[src/rtl/sm_reg_scan_if.sv]
// Register readout stream: one {address, value} pair per valid/ready handshake.
interface sm_reg_scan_if #(
   parameter int ADDR_W = 5,
   parameter int DATA_W = 32
);
   logic              outValid;
   logic              outReady;
   logic [ADDR_W-1:0] outAddr;
   logic [DATA_W-1:0] outData;

   modport master (output outValid, outAddr, outData, input outReady);
   modport slave  (input outValid, outAddr, outData, output outReady);
endinterface

[src/rtl/sm_reg_scan_ctrl.sv]
// Debug-readout controller for schoolMIPS: halts the core, walks the register file
// through regAddr/regData and streams each {address, value} pair to a formatter.
module sm_reg_scan_ctrl #(
   parameter int ADDR_W    = 5,
   parameter int DATA_W    = 32,
   parameter int REG_FIRST = 1,
   parameter int REG_LAST  = 31,
   parameter int HALT_CYC  = 16,
   parameter int SETTLE    = 2
) (
   input  logic              clk,
   input  logic              rst,
   input  logic              runEn,
   input  logic              scanReq,
   input  logic [DATA_W-1:0] regData,
   output logic [ADDR_W-1:0] regAddr,
   output logic              clkEnable,
   sm_reg_scan_if.master     outBus,
   output logic              busy,
   output logic              done
);

   localparam int CNT_MAX = (HALT_CYC > SETTLE) ? HALT_CYC : SETTLE;
   localparam int CNT_W   = (CNT_MAX > 1) ? $clog2(CNT_MAX) : 1;

   localparam logic [CNT_W-1:0]  HALT_LOAD   = CNT_W'(HALT_CYC - 1);
   localparam logic [CNT_W-1:0]  SETTLE_LOAD = CNT_W'(SETTLE - 1);
   localparam logic [ADDR_W-1:0] FIRST_ADDR  = ADDR_W'(REG_FIRST);
   localparam logic [ADDR_W-1:0] LAST_ADDR   = ADDR_W'(REG_LAST);

   typedef enum logic [2:0] {
      ST_IDLE,
      ST_HALT,
      ST_SETTLE,
      ST_EMIT,
      ST_FINISH
   } state_t;

   state_t            state,      stateNxt;
   logic [CNT_W-1:0]  cnt,        cntNxt;
   logic [ADDR_W-1:0] regAddrQ,   regAddrNxt;
   logic              clkEnQ,     clkEnNxt;
   logic              validQ,     validNxt;
   logic [ADDR_W-1:0] outAddrQ,   outAddrNxt;
   logic [DATA_W-1:0] outDataQ,   outDataNxt;
   logic              busyQ,      busyNxt;
   logic              doneQ,      doneNxt;

   // NOTE: every state element uses <= so all registers update together from pre-edge values.
   always_ff @(posedge clk or posedge rst) begin
      if (rst) begin
         state    <= ST_IDLE;
         cnt      <= '0;
         regAddrQ <= FIRST_ADDR;
         clkEnQ   <= 1'b0;
         validQ   <= 1'b0;
         outAddrQ <= '0;
         outDataQ <= '0;
         busyQ    <= 1'b0;
         doneQ    <= 1'b0;
      end else begin
         state    <= stateNxt;
         cnt      <= cntNxt;
         regAddrQ <= regAddrNxt;
         clkEnQ   <= clkEnNxt;
         validQ   <= validNxt;
         outAddrQ <= outAddrNxt;
         outDataQ <= outDataNxt;
         busyQ    <= busyNxt;
         doneQ    <= doneNxt;
      end
   end

   // NOTE: each signal gets a hold/default value first so no path through the case infers a latch.
   always_comb begin
      stateNxt   = state;
      cntNxt     = cnt;
      regAddrNxt = regAddrQ;
      clkEnNxt   = clkEnQ;
      validNxt   = validQ;
      outAddrNxt = outAddrQ;
      outDataNxt = outDataQ;
      busyNxt    = busyQ;
      doneNxt    = 1'b0;

      case (state)
         ST_IDLE: begin
            clkEnNxt = runEn;
            if (scanReq) begin
               clkEnNxt   = 1'b0;
               busyNxt    = 1'b1;
               cntNxt     = HALT_LOAD;
               regAddrNxt = FIRST_ADDR;
               stateNxt   = ST_HALT;
            end
         end
         ST_HALT: begin
            if (cnt == '0) begin
               cntNxt   = SETTLE_LOAD;
               stateNxt = ST_SETTLE;
            end else begin
               cntNxt = cnt - CNT_W'(1);
            end
         end
         ST_SETTLE: begin
            // regData has had SETTLE cycles to follow the new regAddr.
            if (cnt == '0) begin
               outDataNxt = regData;
               outAddrNxt = regAddrQ;
               validNxt   = 1'b1;
               stateNxt   = ST_EMIT;
            end else begin
               cntNxt = cnt - CNT_W'(1);
            end
         end
         ST_EMIT: begin
            if (validQ && outBus.outReady) begin
               validNxt = 1'b0;
               if (regAddrQ == LAST_ADDR) begin
                  stateNxt = ST_FINISH;
               end else begin
                  regAddrNxt = regAddrQ + ADDR_W'(1);
                  cntNxt     = SETTLE_LOAD;
                  stateNxt   = ST_SETTLE;
               end
            end
         end
         ST_FINISH: begin
            doneNxt  = 1'b1;
            busyNxt  = 1'b0;
            clkEnNxt = runEn;
            stateNxt = ST_IDLE;
         end
         default: stateNxt = ST_IDLE;
      endcase
   end

   assign regAddr         = regAddrQ;
   assign clkEnable       = clkEnQ;
   assign busy            = busyQ;
   assign done            = doneQ;
   assign outBus.outValid = validQ;
   assign outBus.outAddr  = outAddrQ;
   assign outBus.outData  = outDataQ;

endmodule

[src/flat_wrapper.sv]
// flat-port wrapper written by rule: the top's interface ports become plain ports
module sm_reg_scan_ctrl_flat 
#(
   parameter int ADDR_W    = 5,
   parameter int DATA_W    = 32,
   parameter int REG_FIRST = 1,
   parameter int REG_LAST  = 31,
   parameter int HALT_CYC  = 16,
   parameter int SETTLE    = 2
)
  (clk, rst, runEn, scanReq, regData, regAddr, clkEnable, busy, done, outBus_outValid, outBus_outAddr, outBus_outData, outBus_outReady);
  sm_reg_scan_if #(.ADDR_W(ADDR_W), .DATA_W(DATA_W)) outBus_i ();
  input  logic clk;
  input  logic rst;
  input  logic runEn;
  input  logic scanReq;
  input  logic [DATA_W-1:0] regData;
  output logic [ADDR_W-1:0] regAddr;
  output logic clkEnable;
  output logic busy;
  output logic done;
  output wire logic [$bits(outBus_i.outValid)-1:0] outBus_outValid;
  output wire logic [$bits(outBus_i.outAddr)-1:0] outBus_outAddr;
  output wire logic [$bits(outBus_i.outData)-1:0] outBus_outData;
  input wire logic [$bits(outBus_i.outReady)-1:0] outBus_outReady;
  assign outBus_outValid = outBus_i.outValid;
  assign outBus_outAddr = outBus_i.outAddr;
  assign outBus_outData = outBus_i.outData;
  assign outBus_i.outReady = outBus_outReady;
  sm_reg_scan_ctrl #(.ADDR_W(ADDR_W), .DATA_W(DATA_W), .REG_FIRST(REG_FIRST), .REG_LAST(REG_LAST), .HALT_CYC(HALT_CYC), .SETTLE(SETTLE)) u_core (.clk(clk), .rst(rst), .runEn(runEn), .scanReq(scanReq), .regData(regData), .regAddr(regAddr), .clkEnable(clkEnable), .outBus(outBus_i), .busy(busy), .done(done));
endmodule
[config.mk]
export PLATFORM = sky130hd
export DESIGN_NAME = sm_reg_scan_ctrl_flat
export DESIGN_NICKNAME = d
export VERILOG_FILES = /design/src/rtl/sm_reg_scan_if.sv /design/src/rtl/sm_reg_scan_ctrl.sv /design/src/flat_wrapper.sv
export SDC_FILE = /design/constraint.sdc
export NUM_CORES = 1
export LEC_CHECK = 0
export ABC_AREA = 0
export CAP_MARGIN = 20
export CORE_AREA = 2 2 92 94
export DETAILED_ROUTE_END_ITERATION = 6
export DIE_AREA = 0 0 94 96
export PLACE_DENSITY_LB_ADDON = 0.1
export SYNTH_ARGS = -nofsm -noshare
export SYNTH_HDL_FRONTEND = slang
export SYNTH_SLANG_ARGS = --single-unit
[constraint.sdc]
create_clock -name clk -period 2.8 [get_ports clk]
set_clock_uncertainty 0.15 [all_clocks]
set_input_delay 0.28 -clock clk [delete_from_list [all_inputs] [get_ports clk]]
set_output_delay 0.28 -clock clk [all_outputs]
set_load 0.01 [all_outputs]
# Word-level counts from Yosys, hierarchy flattened
# Index checks and enable logic that the tools add are counted.
# Widths: inputs -> output; s select.
# totals
register_bits	53
ramBits	0
latchBits	0
mem_count	0
input_bits	37
word_cells	59
romBits	0
# classes
bitwise	0
shifts	0
n_reduce_logical	13
addsub	2
eq_ne	11
muxes	24
div_mod_pow	0
order_cmp	0
multipliers	0
# op_table
cell	count
$mux 4	5
$pmux 4 s4	1
$mux 3	5
$mux 5	3
$pmux 3 s4	1
$pmux 5 s2	1
$reduce_and 4->1	2
$eq 3x2->1 const B	2
$ne 2x1->1 const B	3
$ne 2x2->1 const B	3
$pmux 1 s2	3
$reduce_bool 2->1	3
$add 5x1->5 const B	1
$eq 5x5->1 const B	1
$mux 1	5
$reduce_and 5->1	1
$logic_not 4->1	1
$reduce_and 2->1	2
$reduce_bool 4->1	1
$sub 4x1->4 const B	1
$eq 3x1->1 const B	1
$eq 3x3->1 const B	1
$logic_not 3->1	1
$reduce_and 3->1	1
$logic_and 1x1->1	1

# Logic depth before layout (Yosys ltp)
# depth
word_depth	4
mapped_depth	8
depth_no_buf	7

# Least setup slack after synthesis
# OpenSTA, ideal clock, no wires.
# synth_path
kind	register to register
from	register u_core.regAddrQ[1] (netlist: u_core.regAddr[1])
to	register u_core.cnt[3]
setup_ns	0.122
stages_incl_launch_ff	8
arrival_time_ns	1.839
required_ns	2.528
path_slack_ns	0.688
period_less_slack_ns	2.112
path_cell_list	dfrtp_1 > ha_1 > and3_1 > ha_1 > nand3b_1 > a2111o_1 > nor3_1 > nor3_1
# synth_via
elab_chain_len	3
# synth_rtl
element	line_no	source
from (decl)	sm_reg_scan_ctrl.sv:41	logic [ADDR_W-1:0] regAddrQ, regAddrNxt;
from (signal assigned)	sm_reg_scan_ctrl.sv:64	regAddrQ <= regAddrNxt;
$eq 5x5->1	sm_reg_scan_ctrl.sv:119	if (regAddrQ == LAST_ADDR) begin
$ne 2x2->1 (no line)	-	
$reduce_and 5->1 (no line)	-	
to (signal assigned)	sm_reg_scan_ctrl.sv:63	cnt <= cntNxt;
to (decl)	sm_reg_scan_ctrl.sv:40	logic [CNT_W-1:0] cnt, cntNxt;
# No other way between the ends.
# A chain may end at the register's enable or synchronous reset.

# Worst setup path after layout
# layout_path
from	register u_core.cnt[0]
to	register u_core.outDataQ[3] (netlist: u_core.outBus.outData[3])
# layout_via
elab_chain_len	2
# layout_rtl
element	line_no	source
$logic_not 4->1	sm_reg_scan_ctrl.sv:107	if (cnt == '0) begin
$reduce_and 2->1 (no line)	-	
to (signal assigned)	sm_reg_scan_ctrl.sv:68	outDataQ <= outDataNxt;
to (decl)	sm_reg_scan_ctrl.sv:45	logic [DATA_W-1:0] outDataQ, outDataNxt;
# No other way between the ends.

==> results.md <==
* Post-route cell area at 3420 sq um
* Clk buf depth at 2
* GRT Resource Usage Total at a little under an eighth
* Io pins at 83
* Post-synthesis register bit count at 53
* Reg power frac at a little under two fifths
* Vias per inst at about 4.5
* Internal at about 2500 uW
* Worst slew pin tran at 0.674 ns
* FP Rows at 33
* Global-route wire length before repair at ~8.1 mm
* Critical Path Sink Type: register
* Sequential area share after synthesis at 56.3%
* CTS Root Cell: clkbuf_8
* Initial Util at 29.3%
* Largest net degree at the start of global routing at 54
* Max-slew headroom at a little under three fifths
* Die Wd at ~94 microns
* R2r endpoint: u_core.outBus.outData[3]
* Initial antenna violation count at 0
* Cell area after placement at 3300 sq um
* WL final at ~5.1 mm
* Worst skew pair latency at 0.30 ns
* Ys async rst share at 100%
* Setup violations, final at 0
* DP Worst Slack at about 0.45 ns
* Status: completed
* CP Data Required Time at around 2.8 ns
* Worst ir drop on vdd at slightly above 0.3 mV
* Hpwl dp at 3.66 mm
* Synth unique cells at 39
* Drt drc at 0
* Clock share of power at 14.7%
* Fill count at slightly below 800
* Reg2reg setup slack at 0.48 ns
* Post-synth EDFFs at 0
* P_leak at about 0.0015 uW
* Port-buffer cells at between 80 and 90
* First-iteration detailed-routing DRC count at 37
* Routability cong. at roughly 0.76
* Area contributors post-synth: dfrtp_1, mux2_2, mux2_4
* Drt first pass iters at 3
* FF-to-FF Start: u_core.cnt[0]
* Clock-pin slew on the worst setup and hold paths at about 0.10 ns
* Commonest non-fill, non-tap cell in the layout: clkdlybuf4s50_1
* Final WS setup at 0.478 ns
* Diodes inserted at 0
* CTS resizes at 0
* Synth Warn # at 0
* Syn Nets at 221
* CP Class: reg -> reg
* Worst EP arrival at ~2.4 ns
* Combinational share of power at ~48%
* Core Region at slightly above 8000 sq um
* DR WL/cell at ~14 microns
* Setup TNS at 0 ns
* Placed cells at approximately 370
* Max Clock Freq at roughly 430 MHz
* Final Non-Filler Cells at ~370
* Worst R2R Path Depth at 6
* Total net switching power at approximately 1200 uW
* Postcts setup bufs at 0
* Die Height at about 96 microns
* Max cap viols at 0
* Cells after Synth at 180
* Layout cell share with drive strength beyond 1 at between 20% and 30%
* Crit path time final at approximately 2.3 ns
* Post-DRT Antenna Nets at 0
* Total number of vias at 1673
* CTS tree: yes
* Setup crit start kind: register
* Sink Count at 53
* Switch share at about a third
* Grt total ovfl at 0
* Area delta synth->final at 44.9%
* Top cell type's share of synthesized area at between 50 and 60%
* Crit share post-route at 82.9%
* Vias in the first global route at between 1500 and 2000
* Power Density at about 1100 nW/um^2
* Cell taking the most area after synthesis: dfrtp_1
* Nets at ~300
* Fin. Hold Viols at 0
* Synth Flop Type: dfrtp_1
* Htree depth at 2
* CTS Hold Bufs at 0
* Pwr Total at ~3700 uW
* Mapped cell area at around 2400 sq um
* Unrepaired setup endpoints after global routing: false
* Critical Path Fanout Max at 24
* Tightest Hold Check Type: in -> async
* Synth Area per Inst at roughly 13 sq um
* Most frequent cells in the layout: clkdlybuf4s50_1, dfrtp_1, mux2_2
* Max Transition Viols Final at 0
* Cts bufs inserted at 5
* Die Footprint at 9020 sq um
==> how the worst max path moves through the flow <==
| stage | from | to | depth (start not counted) |
|---|---|---|---|
| 2_1_floorplan | u_core.regAddr[1] | u_core.cnt[3] | 7 |
| 3_3_place_gp | u_core.cnt[0] | u_core.outBus.outData[20] | 6 |
| 3_5_place_dp | u_core.cnt[0] | u_core.outBus.outData[29] | 6 |
| 4_1_cts | u_core.cnt[0] | u_core.outBus.outData[29] | 6 |
| 5_1_grt | u_core.cnt[0] | u_core.outBus.outData[29] | 6 |
| 6_report | u_core.cnt[0] | u_core.outBus.outData[3] | 6 |
==> flip-flops by register name (all words and copies together), names as in the netlist <==
name and count:
u_core.outBus.outData 32, u_core.clkEnable 1, u_core.state 3, u_core.regAddr 5, u_core.cnt 4, u_core.done 1, u_core.outBus.outAddr 5, u_core.busy 1
u_core.outBus.outValid 1
==> per-stage QoR <==
step	hold WS [ns]	util, %
finish	0.330	42.4
global route	0.376	42.4
CTS	0.355	42.4
detailed placement	0.334	40.9
global placement	0.314	40.9
floorplan	0.227	-
==> critical path: stages (launching register included) <==
cell	delay [ns]
dfrtp_1	0.40
inv_1	0.10
ha_1	0.19
nor4b_4	0.33
nand2_2	0.43
buf_4	0.34
mux2_2	0.28
==> synthesized netlist by cell type (2+ instances only) <==
library cell and instances:
nor2b_1 3, a21oi_1 12, and3_1 2, and2_1 3, nor2_1 2, dfrtp_1 52
mux2_4 6, ha_1 4, nand3_1 4, buf_6 2, buf_4 2, nand2_1 12
inv_1 7, mux2i_1 3, buf_2 2, o21ai_0 5, nand2b_1 2, mux2_2 29
nor3_1 7, nor3b_1 2
==> cell type report <==
class	instances	area (sq um)	share of cell area [%]
clock buffer	6	82.6	2.42
multi-input combinational	113	953	27.9
clock inverter	2	37.5	1.10
timing repair buffer	87	858	25.1
tap	105	131	3.84
sequential	53	1330	38.9
inverter	7	26.3	0.769
==> kinds of logic (layout without fill, tap and decap cells) <==
family                     count (synthesis)  in the layout  synth area share [%]
DFF                                       53             53                  56.3
AOI/OAI and AO/OA                         26             26                  7.64
muxes                                     38             38                  18.9
buffers and inverters                     14            102                  3.29
and+or+nand+nor                           45             45                  11.7
adders and majority gates                  4              4                  2.12
==> power by group through the flow <==
stage / clock (uW) / combinational, uW / sequential [uW]
final: 539 / 1770 / 1350
after global placement: 0 / 1800 / 1370
after global routing: 603 / 1950 / 1400
after floorplan: 0 / 808 / 1510
after CTS: 569 / 1800 / 1360
after detailed placement: 0 / 1790 / 1380
==> layer usage <==
| layer | GRT usage [%] | wire length (microns) |
|---|---|---|
| met4 | 3.50 | 31 |
| met2 | 18.3 | 2350 |
| met1 | 15.0 | 2370 |
| met5 | 0 | 0 |
| met3 | 3.13 | 316 |
No activity file was read; power rests on OpenSTA's default activity.
